### src/rtl/gba_eeprom_pkg.sv
// Shared types and constants for the GBA EEPROM bus bridge.
// The bridge only instantiates the detect block when GBA_EEPROM_AUTODETECT_EN is defined.
package gba_eeprom_pkg;

  typedef enum logic [1:0] {
    StIdle,
    StIssue,
    StWait,
    StResp
  } state_e;

  localparam logic [3:0]  WinRegion  = 4'hD;
  localparam logic [15:0] Win32mPage = 16'hFFFF;

  localparam logic [16:0] DetLen512A = 17'd9;
  localparam logic [16:0] DetLen512B = 17'd73;
  localparam logic [16:0] DetLen8kA  = 17'd17;
  localparam logic [16:0] DetLen8kB  = 17'd81;

  localparam int unsigned TimeoutDefault = 15;

  // Address bits [7:0] never affect the decode, so only [27:8] are passed in.
  function automatic logic in_window(logic [19:0] addr_hi, logic rom_32m);
    return (addr_hi[19:16] == WinRegion) && (!rom_32m || (addr_hi[15:0] == Win32mPage));
  endfunction

endpackage

### src/rtl/gba_eeprom_bridge_if.sv
// Cartridge-bus halfword access port of the EEPROM bridge.
// The master drives the request; the slave decodes it and returns the ack and read data.
interface gba_eeprom_bridge_if;
  logic        bus_req;
  logic        bus_we;
  logic [27:0] bus_addr;
  logic [15:0] bus_wdata;
  logic        bus_hit;
  logic        bus_ack;
  logic [15:0] bus_rdata;

  modport master (
    output bus_req, bus_we, bus_addr, bus_wdata,
    input  bus_hit, bus_ack, bus_rdata
  );

  modport slave (
    input  bus_req, bus_we, bus_addr, bus_wdata,
    output bus_hit, bus_ack, bus_rdata
  );
endinterface

### src/rtl/gba_eeprom_detect.sv
// Captures the DMA3 length of the first EEPROM access after a DMA3 start and
// derives a sticky EEPROM model from it (9/73 -> 512 B, 17/81 -> 8 KB).
module gba_eeprom_detect
  import gba_eeprom_pkg::*;
(
  input  logic        clk,
  input  logic        rst,
  input  logic        accept_i,
  input  logic        dma3_start_i,
  input  logic [16:0] dma3_count_i,
  output logic [16:0] dmacount_o,
  output logic        detected_o,
  output logic        model_o
);

  logic        armed_q, armed_d;
  logic [16:0] cnt_q, cnt_d;
  logic [16:0] dmacount_q, dmacount_d;
  logic        detected_q, detected_d;
  logic        model_q, model_d;
  logic        armed_eff;
  logic [16:0] cnt_eff;

  always_comb begin
    armed_d    = armed_q;
    cnt_d      = cnt_q;
    dmacount_d = dmacount_q;
    detected_d = detected_q;
    model_d    = model_q;
    // A start coinciding with an accept hands its count straight to that access.
    armed_eff  = armed_q | dma3_start_i;
    cnt_eff    = dma3_start_i ? dma3_count_i : cnt_q;
    if (dma3_start_i) begin
      armed_d = 1'b1;
      cnt_d   = dma3_count_i;
    end
    if (accept_i && armed_eff) begin
      armed_d    = 1'b0;
      dmacount_d = cnt_eff;
      if (!detected_q) begin
        if (cnt_eff == DetLen512A || cnt_eff == DetLen512B) begin
          detected_d = 1'b1;
          model_d    = 1'b0;
        end else if (cnt_eff == DetLen8kA || cnt_eff == DetLen8kB) begin
          detected_d = 1'b1;
          model_d    = 1'b1;
        end
      end
    end
  end

  always_ff @(posedge clk) begin
    if (rst) begin
      armed_q    <= 1'b0;
      cnt_q      <= '0;
      dmacount_q <= '0;
      detected_q <= 1'b0;
      model_q    <= 1'b0;
    end else begin
      armed_q    <= armed_d;
      cnt_q      <= cnt_d;
      dmacount_q <= dmacount_d;
      detected_q <= detected_d;
      model_q    <= model_d;
    end
  end

  assign dmacount_o = dmacount_q;
  assign detected_o = detected_q;
  assign model_o    = model_q;

endmodule

### src/rtl/gba_eeprom_bridge.sv
// Converts EEPROM-window cartridge-bus accesses into single-bit serial strobes.
// GBA_EEPROM_AUTODETECT_EN adds DMA3-length capture and automatic model detection.
module gba_eeprom_bridge
  import gba_eeprom_pkg::*;
#(
  parameter int unsigned TIMEOUT = TimeoutDefault
) (
  input  logic                clk,
  input  logic                rst,
  input  logic                has_eeprom,
  input  logic                rom_32m,
  input  logic                cfg_model,
  gba_eeprom_bridge_if.slave  bus,
  input  logic                dma3_start,
  input  logic [16:0]         dma3_count,
  output logic                ee_cs,
  output logic                ee_valid,
  output logic                ee_write,
  output logic                ee_din,
  input  logic                ee_ready,
  input  logic                ee_dout,
  output logic                ee_model,
  output logic [16:0]         ee_dmacount,
  output logic                ee_err
);

  localparam int unsigned TmoW = (TIMEOUT > 1) ? $clog2(TIMEOUT) : 1;
  localparam logic [TmoW-1:0] TmoLast = TmoW'(TIMEOUT - 1);

  state_e          state_q, state_d;
  logic            we_q, we_d;
  logic            wbit_q, wbit_d;
  logic            rbit_q, rbit_d;
  logic [TmoW-1:0] tmo_q, tmo_d;
  logic            err_q, err_d;
  logic            strobe;
  logic            accept;
  logic            unused_bus;

  assign bus.bus_hit = has_eeprom & bus.bus_req & in_window(bus.bus_addr[27:8], rom_32m);
  assign accept      = (state_q == StIdle) & bus.bus_hit;
  assign unused_bus  = ^{bus.bus_wdata[15:1], bus.bus_addr[7:0]};

  always_comb begin
    state_d = state_q;
    we_d    = we_q;
    wbit_d  = wbit_q;
    rbit_d  = rbit_q;
    tmo_d   = tmo_q;
    err_d   = err_q;
    unique case (state_q)
      StIdle: begin
        if (bus.bus_hit) begin
          we_d    = bus.bus_we;
          wbit_d  = bus.bus_wdata[0];
          state_d = StIssue;
        end
      end
      StIssue: begin
        if (ee_ready) begin
          rbit_d  = ee_dout;
          state_d = StResp;
        end else begin
          tmo_d   = '0;
          state_d = StWait;
        end
      end
      StWait: begin
        if (ee_ready) begin
          rbit_d  = ee_dout;
          state_d = StResp;
        end else if (tmo_q == TmoLast) begin
          // Forced completion so a dead EEPROM cannot stall the bus.
          rbit_d  = 1'b1;
          err_d   = 1'b1;
          state_d = StResp;
        end else begin
          tmo_d = tmo_q + TmoW'(1);
        end
      end
      StResp:  state_d = StIdle;
      default: state_d = StIdle;
    endcase
  end

  always_ff @(posedge clk) begin
    if (rst) begin
      state_q <= StIdle;
      we_q    <= 1'b0;
      wbit_q  <= 1'b0;
      rbit_q  <= 1'b0;
      tmo_q   <= '0;
      err_q   <= 1'b0;
    end else begin
      state_q <= state_d;
      we_q    <= we_d;
      wbit_q  <= wbit_d;
      rbit_q  <= rbit_d;
      tmo_q   <= tmo_d;
      err_q   <= err_d;
    end
  end

  assign strobe        = (state_q == StIssue) || (state_q == StWait);
  assign ee_cs         = has_eeprom;
  assign ee_valid      = strobe;
  assign ee_write      = strobe & we_q;
  assign ee_din        = strobe & wbit_q;
  assign ee_err        = err_q;
  assign bus.bus_ack   = (state_q == StResp);
  assign bus.bus_rdata = {15'b0, bus.bus_ack & ~we_q & rbit_q};

`ifdef GBA_EEPROM_AUTODETECT_EN
  logic det_detected;
  logic det_model;

  gba_eeprom_detect u_detect (
    .clk          (clk),
    .rst          (rst),
    .accept_i     (accept),
    .dma3_start_i (dma3_start),
    .dma3_count_i (dma3_count),
    .dmacount_o   (ee_dmacount),
    .detected_o   (det_detected),
    .model_o      (det_model)
  );

  assign ee_model = det_detected ? det_model : cfg_model;
`else
  logic unused_dma;
  assign unused_dma  = ^{dma3_start, dma3_count, accept};
  assign ee_model    = cfg_model;
  assign ee_dmacount = '0;
`endif

endmodule

### src/flat_wrapper.sv
// flat-port wrapper written by rule: the top's interface ports become plain ports
module gba_eeprom_bridge_flat import gba_eeprom_pkg::*;
#(
  parameter int unsigned TIMEOUT = TimeoutDefault
)
  (clk, rst, has_eeprom, rom_32m, cfg_model, dma3_start, dma3_count, ee_cs, ee_valid, ee_write, ee_din, ee_ready, ee_dout, ee_model, ee_dmacount, ee_err, bus_bus_req, bus_bus_we, bus_bus_addr, bus_bus_wdata, bus_bus_hit, bus_bus_ack, bus_bus_rdata);
  gba_eeprom_bridge_if bus_i ();
  input  logic clk;
  input  logic rst;
  input  logic has_eeprom;
  input  logic rom_32m;
  input  logic cfg_model;
  input  logic dma3_start;
  input  logic [16:0] dma3_count;
  output logic ee_cs;
  output logic ee_valid;
  output logic ee_write;
  output logic ee_din;
  input  logic ee_ready;
  input  logic ee_dout;
  output logic ee_model;
  output logic [16:0] ee_dmacount;
  output logic ee_err;
  input wire logic [$bits(bus_i.bus_req)-1:0] bus_bus_req;
  input wire logic [$bits(bus_i.bus_we)-1:0] bus_bus_we;
  input wire logic [$bits(bus_i.bus_addr)-1:0] bus_bus_addr;
  input wire logic [$bits(bus_i.bus_wdata)-1:0] bus_bus_wdata;
  output wire logic [$bits(bus_i.bus_hit)-1:0] bus_bus_hit;
  output wire logic [$bits(bus_i.bus_ack)-1:0] bus_bus_ack;
  output wire logic [$bits(bus_i.bus_rdata)-1:0] bus_bus_rdata;
  assign bus_i.bus_req = bus_bus_req;
  assign bus_i.bus_we = bus_bus_we;
  assign bus_i.bus_addr = bus_bus_addr;
  assign bus_i.bus_wdata = bus_bus_wdata;
  assign bus_bus_hit = bus_i.bus_hit;
  assign bus_bus_ack = bus_i.bus_ack;
  assign bus_bus_rdata = bus_i.bus_rdata;
  gba_eeprom_bridge #(.TIMEOUT(TIMEOUT)) u_core (.clk(clk), .rst(rst), .has_eeprom(has_eeprom), .rom_32m(rom_32m), .cfg_model(cfg_model), .bus(bus_i), .dma3_start(dma3_start), .dma3_count(dma3_count), .ee_cs(ee_cs), .ee_valid(ee_valid), .ee_write(ee_write), .ee_din(ee_din), .ee_ready(ee_ready), .ee_dout(ee_dout), .ee_model(ee_model), .ee_dmacount(ee_dmacount), .ee_err(ee_err));
endmodule
### config.mk
export PLATFORM = sky130hd
export DESIGN_NAME = gba_eeprom_bridge_flat
export DESIGN_NICKNAME = d
export VERILOG_FILES = /design/src/rtl/gba_eeprom_pkg.sv /design/src/rtl/gba_eeprom_bridge_if.sv /design/src/rtl/gba_eeprom_detect.sv /design/src/rtl/gba_eeprom_bridge.sv /design/src/flat_wrapper.sv
export SDC_FILE = /design/constraint.sdc
export NUM_CORES = 1
export LEC_CHECK = 0
export BUFFER_PORTS_ARGS = -buffer_cell sky130_fd_sc_hd__buf_2
export CORE_UTILIZATION = 33
export DETAILED_ROUTE_END_ITERATION = 8
export PLACE_DENSITY = 0.82
export SKIP_LAST_GASP = 1
export SLEW_MARGIN = 25
export SYNTH_ARGS = -nofsm -noshare
export SYNTH_HDL_FRONTEND = slang
export SYNTH_SLANG_ARGS = --single-unit
### constraint.sdc
create_clock -name clk -period 1.8 [get_ports clk]
set_clock_uncertainty 0.1 [all_clocks]
set_input_delay 0.36 -clock clk [delete_from_list [all_inputs] [get_ports clk]]
set_output_delay 0.36 -clock clk [all_outputs]
set_load 0.03 [all_outputs]
# --- After elaboration in Yosys (flattened, before gate mapping) ---
# Cells that the tools add are included.
word_totals:
  regBits: 10
  inputBits: 71
  out_inout_bits: 41
  wordCells: 51
op_classes:
  n_addsub: 1
  n_eq_ne: 12
  mux: 13
  bitwise: 8
  n_reduce_logical: 11
ops:
  columns: ["cell", "n"]
  rows:
  - ["$eq A16 B16 Y1 const B", 1]
  - ["$mux W4", 3]
  - ["$ne A2 B2 Y1 const B", 5]
  - ["$eq A4 B4 Y1 const B", 2]
  - ["$pmux W2 S4", 1]
  - ["$pmux W4 S2", 1]
  - ["$and A1 B1 Y1", 6]
  - ["$mux W2", 3]
  - ["$reduce_and A3 Y1", 2]
  - ["$add A4 B1 Y4 const B", 1]
  - ["$eq A2 B2 Y1 const B", 2]
  - ["$mux W1", 4]
  - ["$reduce_and A2 Y1", 2]
  - ["$reduce_and A4 Y1", 1]
  - ["$ne A3 B2 Y1 const B", 1]
  - ["$eq A2 B1 Y1 const B", 1]
  - ["$logic_not A2 Y1", 1]
  - ["$logic_or A1 B1 Y1", 2]
  - ["$not A1 Y1", 2]
  - ["$pmux W1 S2", 1]
  - ["$reduce_bool A2 Y1", 1]
  - ["$logic_and A1 B1 Y1", 1]
  - ["$logic_not A1 Y1", 1]

# --- Depth between registers and ports, before layout ---
logic_depth:
  word_depth: 6
  mapped_depth: 6
  mapped_depth_nobuf: 6

# --- Worst setup path after synthesis ---
# No wires, ideal clock.
synth_timing:
  path_type: "reg-to-output"
  startpoint: "register u_core.state_q[0]"
  endpoint: "output port ee_din"
  t_arrival_ps: 1325
  required_time_ps: 1340
  slack_ps: 15
  stages_incl_launch_ff: 4
  path_buffers: 0
  cell_sequence: "dfxtp_1 inv_1 ha_1 and2_1"
synth_between:
  elab_chain_len: 3
  elab_cells_between_ends: 4
  classes_between: "eq/ne: 2; bitwise: 1; reduce/logical: 1"
synth_rtl:
  columns: ["item", "line_no", "source"]
  rows:
  - ["start, declared", "gba_eeprom_bridge.sv:30", "state_e state_q, state_d;"]
  - ["start signal, assigned", "gba_eeprom_bridge.sv:88", "state_q <= StIdle;"]
  - ["start signal, assigned", "gba_eeprom_bridge.sv:95", "state_q <= state_d;"]
  - ["$eq A2 B1 Y1 or $eq A2 B2 Y1 (tied branches)", "gba_eeprom_bridge.sv:104", "assign strobe = (state_q == StIssue) || (state_q == StWait);"]
  - ["$logic_or A1 B1 Y1 (*)", "gba_eeprom_bridge.sv:104", null]
  - ["via ee_valid", "flat_wrapper.sv:16", "output logic ee_valid;"]
  - ["$and A1 B1 Y1 (*)", "gba_eeprom_bridge.sv:108", "assign ee_din = strobe & wbit_q;"]
  - ["end, declared", "flat_wrapper.sv:18", "output logic ee_din;"]
# The timed path passes the listed nets; every way through them passes the cells marked *.

# --- Worst setup path after layout ---
layout_timing:
  startpoint: "input port bus_bus_addr[11]"
  endpoint: "output port bus_bus_hit"
layout_between:
  elab_chain_len: 4
layout_rtl:
  columns: ["item", "line_no", "source"]
  rows:
  - ["start, declared", "flat_wrapper.sv:26", "input wire logic [$bits(bus_i.bus_addr)-1:0] bus_bus_addr;"]
  - ["$eq A16 B16 Y1", "gba_eeprom_pkg.sv:24", "return (addr_hi[19:16] == WinRegion) && (!rom_32m || (addr_hi[15:0] == Win32mPage));"]
  - ["$logic_or A1 B1 Y1", "gba_eeprom_pkg.sv:24", null]
  - ["$logic_and A1 B1 Y1", "gba_eeprom_pkg.sv:24", null]
  - ["$and A1 B1 Y1", "gba_eeprom_bridge.sv:40", "assign bus.bus_hit = has_eeprom & bus.bus_req & in_window(bus.bus_addr[27:8], rom_32m);"]
  - ["end, declared", "flat_wrapper.sv:28", "output wire logic [$bits(bus_i.bus_hit)-1:0] bus_bus_hit;"]
# Every way passes these cells.

==> qor.yml <==
status: "finished, final reports clean"
cpPeakStageDelay_ns: 0.43
synthAdderAreaFrac_pct: 9.47
final_area_um2: 1110
h-tree-depth: 1
hold_buffers: 0
yosysSeqAreaShare_pct: 21.7
worstPathCellList: "buf_6 -> nand4_1 -> o41ai_2 -> and2_1 -> buf_6"
grtUsageTotal_pct: 12.5
power.leakage_nw: 0.538
cts_root_buf: "clkbuf_4"
drc: 0
routed_wl_um: 1890
hold_depth: 2
initial_core_util_pct: 36.0
fillers: 260
cts_tree: "yes"
min-delay-start: "rst"
reg2reg_depth: 6
hpwl_um: 1400
total_power_mw: 0.588
std_cell_rows: 18
drtAntennaViolNets: 0
postPlaceCellArea_um2: 1010
grt_pass1_vias: 648
synthMuxAreaShare_pct: 4.33
diodes: 0
synth_area_leaders: "buf_4 (28%), dfxtp_1 (22%), ha_1 (9.5%)"
path_clk_slew_ns: 0.07
crit_type: "input port to primary output"
first_pass_iters: 4
p_per_area_nw_per_um2: 531
drtIter0Drc: 12
synth_compound_area_share_pct: 11.1
arrival_ns: 1.32
areaGrowthSynthToFinish_pct: 19.8
crit_slowest_cell: "o41ai_2"
yosysWarnings: 0
fin_crit_sh_pct: 98.9
clock_sinks: 10
syn_inst: 113
rsz0062_at_grt: "true"
io_pins: 112
place_congestion: 0.676
grt_max_degree: 14
setup-violations-final: 0
crit_top_cell: "buf_6"
finalHoldViolCount: 0
vdd_drop_max_mv: 0.315
wire_per_inst_um: 10.5
syn_avg_cell_area_um2: 8.18
critical_path_required_ns: 1.34
layout_common_cells: "conb_1 (32), buf_2 (29), nand2b_1 (8), dfxtp_1 (8), ha_1 (6)"
antenna_found_initial: 0
drive_gt1_share_pct: 35.3
portBuffers: 36
r2r_start: "u_core.state_q[0]"
multiInputGateArea_um2: 586
syn_area_um2: 925
finish.utilization_pct: 43.1
avgViaCountPerCell: 4.56
period_needed_ns: 1.78
grt-ovfl-total: 0
synth_top_family_by_area: "buffers and inverters"
holdCritPathClass: "input port to flop"
die_h_um: 54.9
path_max_fanout: 2
endpoint_kind: "primary output"
vias: 820
regArea_um2: 205
yosys.area_share.xor_xnor_pct: 0
clockBufferDepth: 2
r2r_end: "u_core.tmo_q[3]"
clock_latency_ns: 0.27
cts_buffers: 3
synthSimpleGateAreaFrac_pct: 23.0
coreArea_um2: 2570
finalNetCount: 229
grt_pass1_wl_um: 2600
holdPathEnd: "u_core.tmo_q[1]"
final_common_cell: "conb_1"
maxClockFrequency_mhz: 561
yosysTopAreaCellShare_pct: 27.6
synth-seq-cells: 10
ys_types: 30
max_cap_violations: 0
synth_top_area_cell: "buf_4"
startpoint_type: "input port"
die-area_um2: 3020
timing.reg2reg.setup_slack_ns: 0.19
die_w_um: 54.9
postCtsSetupBuffers: 0
report.final.slew_viol_count: 0
## cell type report
| type | count | area share (%) |
|---|---|---|
| Multi-Input combinational cell | 94 | 52.9 |
| Tap cell | 30 | 3.39 |
| Sequential cell | 10 | 18.5 |
| Timing Repair Buffer | 37 | 20.2 |
| Inverter | 5 | 1.69 |
| Clock buffer | 4 | 3.28 |
## through the flow
stage | worst slack (ns) | setup TNS [ns] | hold slack (ns) | std cells
finish | 0.0190 | 0 | 0.275 | 180
global route | -0.0545 | -0.0545 | 0.283 | 180
CTS | -0.0113 | -0.0113 | 0.245 | 180
detailed placement | -0.0272 | -0.0272 | 0.363 | 176
global placement | -0.0410 | -0.0410 | 0.351 | 176
floorplan | 0.0150 | 0 | 0.344 | 144
## timing repair
| action | CTS | global route |
|---|---|---|
| endpoints found under the setup margin | 4 | 5 |
| cloned | 0 | 0 |
| pin swaps | 0 | 3 |
| gates resized for setup | 5 | 14 |
## metal layers
metal	wire, um	track usage (%)
met1	705	13.4
met2	1020	22.5
met3	133	2.46
met4	29	7.50
met5	0	0
## report_power, final
part / leakage, nW / switching, mW / total [mW] / internal [mW]
Clock: 0.0210 / 0.0886 / 0.212 / 0.123
Sequential: 0.0819 / 0.000683 / 0.221 / 0.221
Combinational: 0.435 / 0.116 / 0.155 / 0.0391
## registers in the layout, summed over array words and instances, names as in the netlist
register        flops
u_core.tmo_q        4
u_core.state_q      2
u_core.ee_err       1
u_core.rbit_q       1
u_core.wbit_q       1
u_core.we_q         1
## cells by family (layout without fill, tap and decap cells)
logic type / after synthesis / after routing
compound gates: 15 / 15
fa+ha+maj: 7 / 7
buf+inv: 40 / 46
flops: 10 / 10
mux: 4 / 4
other cells: 1 / 32
simple gates: 36 / 36
## worst max-delay path by stage
| stage | from | to | slack (ns) |
|---|---|---|---|
| 6_report | bus_bus_addr[11] | bus_bus_hit | 0.02 |
| 5_1_grt | bus_bus_addr[11] | bus_bus_hit | -0.05 |
| 4_1_cts | u_core.state_q[1] | ee_write | -0.01 |
| 3_5_place_dp | bus_bus_addr[18] | bus_bus_hit | -0.03 |
| 3_3_place_gp | bus_bus_addr[22] | bus_bus_hit | -0.04 |
| 2_1_floorplan | u_core.state_q[0] | ee_din | 0.01 |
## synthesized netlist by cell type (all sizes together)
library cell and n:
a41oi 1, and2b 1, o221a 1, and3 1, nand3 3, a21oi 5, nor3b 1, inv 5
a31oi 1, nor4 1, dfxtp 10, nand4 4, clkbuf 1, nand2b 8, o41ai 1, a211oi 1
o21ai 3, ha 7, a311oi 1, buf 34, or2 1, nand4b 2, or3 2, nand2 5
conb 1, mux2i 4, and2 3, nor2 4, o21bai 1
## critical path: cells and delay by family
kind	cells	cell delay (ns)
compound gates	1	0.43
simple gates	2	0.34
buf+inv	2	0.19
Note: power is estimated with default switching activity, not from simulation.
